## src/rtl/regfile_sequencer.sv

```systemverilog
// Five-state instruction sequencer driving an external register file.
// Define SHIFT_OPS_EN to make opcodes 8 (SHL) and 9 (SHR) legal.
module regfile_sequencer (
    input  logic        CLK,
    input  logic        RESET,
    input  logic [15:0] INSTR,
    input  logic        INSTR_VALID,
    output logic        INSTR_READY,
    output logic [2:0]  SA,
    output logic [2:0]  SB,
    output logic [2:0]  DR,
    output logic [7:0]  D_OUT,
    output logic        LD,
    input  logic [7:0]  DataA,
    input  logic [7:0]  DataB,
    output logic        DONE,
    output logic        FLAG_Z,
    output logic        FLAG_C,
    output logic        ERR
);

    typedef enum logic [2:0] {IDLE, DECODE, READ, EXEC, WB} state_t;

    state_t      state_q, state_d;
    logic [15:0] instr_q, instr_d;
    logic [2:0]  sa_q, sa_d, sb_q, sb_d, dr_q, dr_d;
    logic [7:0]  a_q, a_d, b_q, b_d, r_q, r_d;
    logic        ld_q, ld_d, done_q, done_d;
    logic        z_q, z_d, c_q, c_d, err_q, err_d;
    logic        zp_q, zp_d, cp_q, cp_d, bad_q, bad_d;
    logic        upd_z;
    logic [3:0]  opcode;
    logic [8:0]  sum_w, diff_w;

    assign opcode = instr_q[15:12];
    assign sum_w  = {1'b0, a_q} + {1'b0, b_q};
    assign diff_w = {1'b0, a_q} - {1'b0, b_q};

    always_comb begin
        state_d = state_q;
        instr_d = instr_q;
        sa_d    = sa_q;
        sb_d    = sb_q;
        dr_d    = dr_q;
        a_d     = a_q;
        b_d     = b_q;
        r_d     = r_q;
        ld_d    = 1'b0;
        done_d  = 1'b0;
        z_d     = z_q;
        c_d     = c_q;
        err_d   = err_q;
        zp_d    = zp_q;
        cp_d    = cp_q;
        bad_d   = bad_q;
        upd_z   = 1'b0;
        case (state_q)
            IDLE: begin
                if (INSTR_VALID) begin
                    instr_d = INSTR;
                    state_d = DECODE;
                end
            end
            DECODE: begin
                dr_d    = instr_q[11:9];
                sa_d    = instr_q[8:6];
                sb_d    = instr_q[5:3];
                state_d = READ;
            end
            READ: begin
                a_d     = DataA;
                b_d     = DataB;
                state_d = EXEC;
            end
            EXEC: begin
                // Next flags are staged here and only committed on the WB edge.
                zp_d  = z_q;
                cp_d  = c_q;
                bad_d = 1'b0;
                case (opcode)
                    4'd0: ;
                    4'd1: begin r_d = sum_w[7:0];  cp_d = sum_w[8];  upd_z = 1'b1; end
                    4'd2: begin r_d = diff_w[7:0]; cp_d = diff_w[8]; upd_z = 1'b1; end
                    4'd3: begin r_d = a_q & b_q;   cp_d = 1'b0;      upd_z = 1'b1; end
                    4'd4: begin r_d = a_q | b_q;   cp_d = 1'b0;      upd_z = 1'b1; end
                    4'd5: begin r_d = a_q ^ b_q;   cp_d = 1'b0;      upd_z = 1'b1; end
                    4'd6: begin r_d = a_q;                           upd_z = 1'b1; end
                    4'd7: begin r_d = instr_q[7:0]; end
`ifdef SHIFT_OPS_EN
                    4'd8: begin r_d = {a_q[6:0], 1'b0}; cp_d = a_q[7]; upd_z = 1'b1; end
                    4'd9: begin r_d = {1'b0, a_q[7:1]}; cp_d = a_q[0]; upd_z = 1'b1; end
`endif
                    default: bad_d = 1'b1;
                endcase
                if (upd_z) zp_d = (r_d == 8'd0);
                ld_d    = (opcode != 4'd0) && !bad_d;
                done_d  = 1'b1;
                state_d = WB;
            end
            WB: begin
                z_d     = zp_q;
                c_d     = cp_q;
                err_d   = err_q | bad_q;
                state_d = IDLE;
            end
            default: state_d = IDLE;
        endcase
    end

    always_ff @(posedge CLK) begin
        if (RESET) begin
            state_q <= IDLE;
            instr_q <= '0;
            sa_q    <= '0;
            sb_q    <= '0;
            dr_q    <= '0;
            a_q     <= '0;
            b_q     <= '0;
            r_q     <= '0;
            ld_q    <= 1'b0;
            done_q  <= 1'b0;
            z_q     <= 1'b0;
            c_q     <= 1'b0;
            err_q   <= 1'b0;
            zp_q    <= 1'b0;
            cp_q    <= 1'b0;
            bad_q   <= 1'b0;
        end else begin
            state_q <= state_d;
            instr_q <= instr_d;
            sa_q    <= sa_d;
            sb_q    <= sb_d;
            dr_q    <= dr_d;
            a_q     <= a_d;
            b_q     <= b_d;
            r_q     <= r_d;
            ld_q    <= ld_d;
            done_q  <= done_d;
            z_q     <= z_d;
            c_q     <= c_d;
            err_q   <= err_d;
            zp_q    <= zp_d;
            cp_q    <= cp_d;
            bad_q   <= bad_d;
        end
    end

    // An instruction offered while RESET is high must never be taken.
    assign INSTR_READY = (state_q == IDLE) && !RESET;
    assign SA     = sa_q;
    assign SB     = sb_q;
    assign DR     = dr_q;
    assign D_OUT  = r_q;
    assign LD     = ld_q;
    assign DONE   = done_q;
    assign FLAG_Z = z_q;
    assign FLAG_C = c_q;
    assign ERR    = err_q;

endmodule
```

## config.mk

```make
export PLATFORM = sky130hd
export DESIGN_NAME = regfile_sequencer
export DESIGN_NICKNAME = d
export VERILOG_FILES = /design/src/rtl/regfile_sequencer.sv
export SDC_FILE = /design/constraint.sdc
export NUM_CORES = 1
export LEC_CHECK = 0
export BUFFER_PORTS_ARGS = -buffer_cell sky130_fd_sc_hd__buf_2
export CORE_MARGIN = 1.5
export CORE_UTILIZATION = 45
export CTS_BUF_LIST = sky130_fd_sc_hd__clkbuf_16
export CTS_CLUSTER_DIAMETER = 80
export CTS_CLUSTER_SIZE = 10
export DETAILED_ROUTE_END_ITERATION = 7
export PLACE_DENSITY_LB_ADDON = 0.12
export REMOVE_ABC_BUFFERS = 1
export SLEW_MARGIN = 25
export SYNTH_ARGS = -nofsm -noshare
export SYNTH_HDL_FRONTEND = slang
export SYNTH_SLANG_ARGS = --single-unit
```

## constraint.sdc

```tcl
create_clock -name CLK -period 5.5 [get_ports CLK]
set_input_delay 1.1 -clock CLK [delete_from_list [all_inputs] [get_ports CLK]]
set_output_delay 1.1 -clock CLK [all_outputs]
set_load 0.005 [all_outputs]
```

==> results of run 1 <==
critical path: cells and delay by family:
kind          cells  cell delay, ns
simple gates      1            0.09
buf+inv           3            0.70
area by class of cell:
type,count,area [um^2]
inverters,28,105
repair buffers,61,315
fillers,810,3830
flip-flops and latches,60,1200
clock inverters,7,67.6
well taps,105,131
clock buffers,9,225
multi-input cells,360,2250
cells by family (layout without fill, tap and decap cells):
| logic type | count (synthesis) | in the layout |
|---|---|---|
| compound gates | 125 | 125 |
| buf+inv | 64 | 105 |
| mux | 18 | 18 |
| flops | 60 | 60 |
| simple gates | 189 | 189 |
| xor+xnor | 2 | 2 |
| fa+ha+maj | 26 | 26 |
registers in the layout, indices dropped and copies added, names as in the netlist:
register / flops
instr_q: 16
D_OUT: 8
a_q: 8
b_q: 8
DR: 3
SA: 3
SB: 3
state_q: 3
DONE: 1
ERR: 1
FLAG_C: 1
FLAG_Z: 1
LD: 1
bad_q: 1
cp_q: 1
zp_q: 1
synthesized netlist by cell type, types with 4 or more instances:
cell      instances  area share
nand2_1          95       0.096
a21oi_1          63       0.085
dfxtp_1          60        0.32
nor2_1           33       0.033
inv_1            28       0.028
ha_1             24       0.081
clkbuf_1         19       0.019
mux2i_1          15       0.040
buf_2            12       0.016
nor3_1           12       0.016
o21ai_0          10       0.013
a31oi_1           7       0.012
nor2b_1           6       0.010
nand2b_1          5      0.0084
nor3b_1           5       0.010
o21a_1            5       0.010
a21o_1            4      0.0081
buf_6             4       0.012
nand3_1           4      0.0054
o21ai_1           4      0.0054
path summary, 6_finish.rpt:
path | from | end | cells past startpoint
max | RESET | INSTR_READY | 4
min | instr_q[13]$_SDFFE_PP0P_ | instr_q[13]$_SDFFE_PP0P_ | 2
max reg2reg | a_q[1]$_SDFFE_PP0P_ | zp_q$_SDFFE_PP0P_ | 9
min reg2reg | instr_q[13]$_SDFFE_PP0P_ | instr_q[13]$_SDFFE_PP0P_ | 2
metal layers:
metal  GRT usage  up-vias  part of all wire
met2       0.356       96              0.44
met1       0.305     1548              0.49
met4      0.0821        0             0.014
met3      0.0550       11             0.058
li1            -     1737                 -
met5           0        -                 0
cell usage in the layout (no fill, tap or decap), types with 3 or more instances in the layout:
cell type,instances
o21a_1,5
o21ai_1,4
nand3b_1,3
a211oi_1,3
a311oi_1,3
inv_1,29
mux2i_1,15
nand2b_1,5
dfxtp_1,59
nor3b_1,3
a21oi_1,63
nor2b_1,6
nor2_1,33
nor3_1,12
a31oi_1,7
nand2_1,95
a21o_1,4
buf_2,57
nand3_1,4
and2_1,3
and3b_1,3
o21ai_0,10
nor4_1,3
ha_1,24
buf_4,4
clkbuf_16,9
metrics by stage:
step / power (mW) / cells / utilization / worst slack, ns / instance area, um^2
2_1_floorplan: 0.674 / 448 / - / 3.08 / 3540
3_3_place_gp: 0.756 / 614 / 0.492 / 2.49 / 4000
5_1_grt: 1.38 / 630 / 0.529 / 2.42 / 4300
6_report: 1.31 / 630 / 0.529 / 2.50 / 4300
3_5_place_dp: 0.759 / 614 / 0.492 / 2.48 / 4000
4_1_cts: 1.32 / 630 / 0.528 / 2.49 / 4290
power by group through the flow:
stage	combinational, mW	sequential (mW)	clock [mW]
floorplan	0.179	0.495	0
global placement	0.262	0.495	0
detailed placement	0.263	0.496	0
CTS	0.265	0.487	0.568
global route	0.300	0.492	0.585
finish	0.265	0.487	0.558
==> reports/summary.txt, run 1 <==
Slew HR: 0.351
DRC Markers: 0
Leakage: 1.72 nW
post-synthesis compound-gate area fraction: 0.213
Via density: 5.38
Tmin final: 3.00 ns
Final Hold Vio Count: 0
most frequent CP cell: buf_2
# IOs: 58
Critical Path RT: 4.40 ns
Final ANT Viol Nets: 0
Clk Latency, worst-skew pair: 0.33 ns
synth-to-layout area growth: 15.4%
mux contribution to synthesized area: 0.0503
Total GRT Usage: 0.228
first-pass GRT wire length: 15,700 um
most frequently used flop master after synthesis: dfxtp_1
Syn Area/Cell: 7.70 um^2
Post-Route WL: 9290 um
crit path capture type: output port
XOR/XNOR share of the synthesized area: 0.00470
antenna violations before repair: 0
Psw: 0.396 mW
Peak VDD IR: 0.161 mV
share of post-route cells with drive strength above 1: 0.177
htree depth: 3
chip height: 94.0 um
final number of setup-violating endpoints: 0
power density cells: 305 nW/um^2
worst hold slack: 0.454 ns
Worst path slowest cell: buf_4
RSZ-0062 raised after global routing: false
EDFF count, synth: 0
Routed WL per cell: 14.7 um
Die Wd: 94.0 um
Sw Share: 0.302
clk root buf: clkbuf_16
Clock Skew: 0.00585 ns
hold buffers post-CTS: 0
Remaining Overflow, GRT: 0
Die Area: 8840 um^2
Detailed Routing Iterations Pass 1: 4
Async SR Flop Fraction: 0
post-synthesis sequential area ratio: 0.322
worst-case clock buffer depth: 2
GP Congestion: 0.896
DRT iter0 DRCs: 170
fmax: 333 MHz
Worst-Margin Slew: 0.970 ns
power share of the clock group: 0.426
core area: 8130 um^2
Mapped Cells: 484
CTS tree: yes
Clock transition at path regs: 0.05 ns
antenna cells: 0
main combinational cell family by area after synthesis: simple AND/OR/NAND/NOR gates
critical path fanouts, max: 59
Cell Rows: 33
Buffers on Ports: 57
Slowest Stage Delay on Critical Path: 0.48 ns
post-CTS setup buffer count: 0
detailed placement HPWL: 6410 um
number of global-route vias before repair: 3,190
Power Internal: 0.914 mW
CTS resizes: 0
Starting Density: 0.458
status: finished clean
Min-Delay Path Class: flop to flop
# clock sinks: 60
Final TNS setup: 0 ns
Seq cells post-synth: 60
Ys Warns: 0
synthesized cell area: 3730 um^2
Max-Cap Viols: 0
post-synthesis simple-gate area fraction: 0.241
Sequential Power Share: 0.372
Data arrival, critical path: 1.90 ns
Final Max Slew Viols: 0
crit path kind: input pin to output port
largest net degree at the start of global routing: 60
Comb pwr share: 0.203
startpoint types: input pin
number of library cell types mapped by synthesis: 62
crit-path cells: buf_2 > buf_4 > nor4_1 > buf_2
worst reg2reg setup slack: 2.91 ns
Post-Synth Adder-Cell Area: 0.0913
final cycle utilization of the critical path: 0.546
detailed-route via count: 3,392
Num CTS Buffers: 9
Nets: 581
Note: power is estimated with default switching activity, not from simulation.
==> run 2, diff against run 1 <==
==> constraint.sdc (replaced) <==
create_clock -name CLK -period 2.7 [get_ports CLK]
set_input_delay 0.54 -clock CLK [delete_from_list [all_inputs] [get_ports CLK]]
set_output_delay 0.54 -clock CLK [all_outputs]
set_load 0.005 [all_outputs]
==> run 2 against run 1 <==
  * First-iteration DRC count up 9.4%
  * Count of clock-buffer cells in the layout unchanged
  * Clock skew up 0.0030 ns
  * Clock power up 120%
  * Flip-flop and latch count unchanged
  * Critical path depth up 6
  * Highest routed layer unchanged
==> reports/summary.txt, run 2 (synthesis results as in run 1) <==
Remaining Overflow, GRT: 0 (unchanged)
# IOs: 58 (unchanged)
final number of setup-violating endpoints: 0 (unchanged)
Slew HR: 0.571 (+0.220)
hold buffers post-CTS: 0 (unchanged)
wl on met1: 5010 um (+11%)
power share of the clock group: 0.444 (+0.018)
htree depth: 3 (unchanged)
crit path kind: flop to flop
Sequential Power Share: 0.349 (-0.023)
CTS resizes: 0 (unchanged)
critical path fanouts, max: 4 (-93%)
DRT iter0 DRCs: 186 (+9.4%)
crit path capture type: flop
post-CTS setup buffer count: 0 (unchanged)
Psw: 0.833 mW (+110%)
share of post-route cells with drive strength above 1: 0.199 (+0.0214)
WL met3: 401 um (-25%)
RSZ-0062 raised after global routing: false
power density cells: 636 nW/um^2 (+110%)
status: finished clean
Post-Layout Cell Count: 644 (+2.2%)
top sig layer: met4
final cycle utilization of the critical path: 0.934
worst-case clock buffer depth: 2 (unchanged)
Comb pwr share: 0.206 (+0.003)
Max-Cap Viols: 0 (unchanged)
GP Congestion: 0.928 (+3.5%)
Fillers: 775 (-4.3%)
Clk Latency, worst-skew pair: 0.33 ns (about the same)
Post-Route WL: 9770 um (+5.2%)
Min-Delay Path Class: input pin to flop
# clock sinks: 60 (unchanged)
detailed placement HPWL: 7240 um (+13%)
antenna cells: 0 (unchanged)
Final TNS setup: 0 ns (unchanged)
Worst-Margin Slew: 0.643 ns (-0.327 ns)
detailed-route via count: 3,437 (+1.3%)
Num CTS Buffers: 9 (unchanged)
Final ANT Viol Nets: 0 (unchanged)
Die Area: 8840 um^2 (unchanged)
met2 WL: 4230 um (+3.1%)
DRC Markers: 0 (unchanged)
Slowest Stage Delay on Critical Path: 0.49 ns (about the same)
Total GRT Usage: 0.233 (+0.00485)
Clock Skew: 0.00884 ns (+0.00300 ns)
first-pass GRT wire length: 16,000 um (+2.4%)
Peak VDD IR: 0.334 mV (+110%)
core area: 8130 um^2 (unchanged)
most frequent cells in the layout: 95 x nand2_1, 63 x a21oi_1, 60 x dfxtp_1
number of global-route vias before repair: 3,270 (+2.5%)
Power Internal: 1.99 mW (+120%)
Critical Path RT: 2.93 ns (-1.47 ns)
most common cell after layout, fill and taps aside: nand2_1
Die Wd: 94.0 um (unchanged)
Final Max Slew Viols: 0 (unchanged)
crit-path cells: ha_1 > inv_1 > fa_1 > a21oi_2 > a211oi_2 > a31oi_1 > o32a_1 > nor3_2 > nand4_1 > o41ai_2
fmax: 396 MHz
largest net degree at the start of global routing: 36 (-40%)
Final Hold Vio Count: 0 (unchanged)
total chip power: 2.82 mW (+120%)
Detailed Routing Iterations Pass 1: 4 (unchanged)
Sw Share: 0.296 (-0.00653)
startpoint types: flop
chip height: 94.0 um (unchanged)
Data arrival, critical path: 2.75 ns (+0.85 ns)
final instance area: 4430 um^2 (+3.0%)
Biggest register: instr_q
Tmin final: 2.52 ns
Leakage: 1.81 nW (+4.9%)
Nets: 595 (+2.4%)
antenna violations before repair: 0 (unchanged)
max reg flops: 16 (unchanged)
Worst path slowest cell: fa_1
Clock transition at path regs: 0.06 ns (about the same)
worst hold slack: 0.444 ns (-0.0103 ns)
Cell Rows: 33 (unchanged)
Starting Density: 0.458 (unchanged)
clk root buf: clkbuf_16
Buffers on Ports: 57 (unchanged)
CTS tree: yes
Via density: 5.34 (-0.88%)
Placed Area: 4110 um^2 (+2.6%)
synth-to-layout area growth: 18.8%
Routed WL per cell: 15.2 um (+2.9%)
placed cell count: 628 (+2.3%)
run 2: cell types whose count changed in the layout (fill, tap and decap cells not counted), sizes merged:
cell      delta
buf         +14
bufinv       +1
clkinv       +1
clkinvlp     -1
inv          -1
run 2: power by group through the flow:
stage	Combinational (mW)	Sequential, mW	Clock, mW
after global routing	0.646	0.992	1.32
after floorplan	0.365	1.01	0
after CTS	0.580	0.985	1.27
final	0.582	0.984	1.25
after global placement	0.577	1.00	0
after detailed placement	0.575	1.00	0
run 2: final cells by class:
class | count | area (um^2) | area share
Sequential cell | 60 | 1200 | 0.271
Clock buffer | 9 | 225 | 0.0508
Multi-Input combinational cell | 360 | 2250 | 0.507
Clock inverter | 7 | 98.8 | 0.0223
Timing Repair Buffer | 75 | 420 | 0.0949
Tap cell | 105 | 131 | 0.0297
Inverter | 28 | 105 | 0.0237
run 2: worst max-delay path: cells and delay by family, from the launching register on:
kind                       cells  cell delay, ns
and+or+nand+nor                2            0.27
AOI/OAI and AO/OA              5            1.01
adders and majority gates      2            0.72
buffers and inverters          1            0.07
DFF                            1            0.37
run 2: final timing paths:
path         slack, ns                  endpoint                     start  cells past startpoint
max reg2reg       0.18         zp_q$_SDFFE_PP0P_       b_q[0]$_SDFFE_PP0P_                     10
min reg2reg       0.45  instr_q[11]$_SDFFE_PP0P_  instr_q[11]$_SDFFE_PP0P_                      2
min               0.44   instr_q[9]$_SDFFE_PP0P_                  INSTR[9]                      3
max               0.18         zp_q$_SDFFE_PP0P_       b_q[0]$_SDFFE_PP0P_                     10
run 2: stage by stage:
step                 util  worst slack (ns)
detailed placement  0.505             0.213
CTS                 0.545             0.190
finish              0.545             0.178
global route        0.545            0.0240
global placement    0.505             0.273
floorplan               -             0.321
run 2: layer usage:
| layer | vias to the layer above | track usage |
|---|---|---|
| met4 | 0 | 0.0684 |
| met2 | 89 | 0.354 |
| met3 | 10 | 0.0502 |
| met1 | 1576 | 0.328 |
| li1 | 1762 | - |
| met5 | - | 0 |
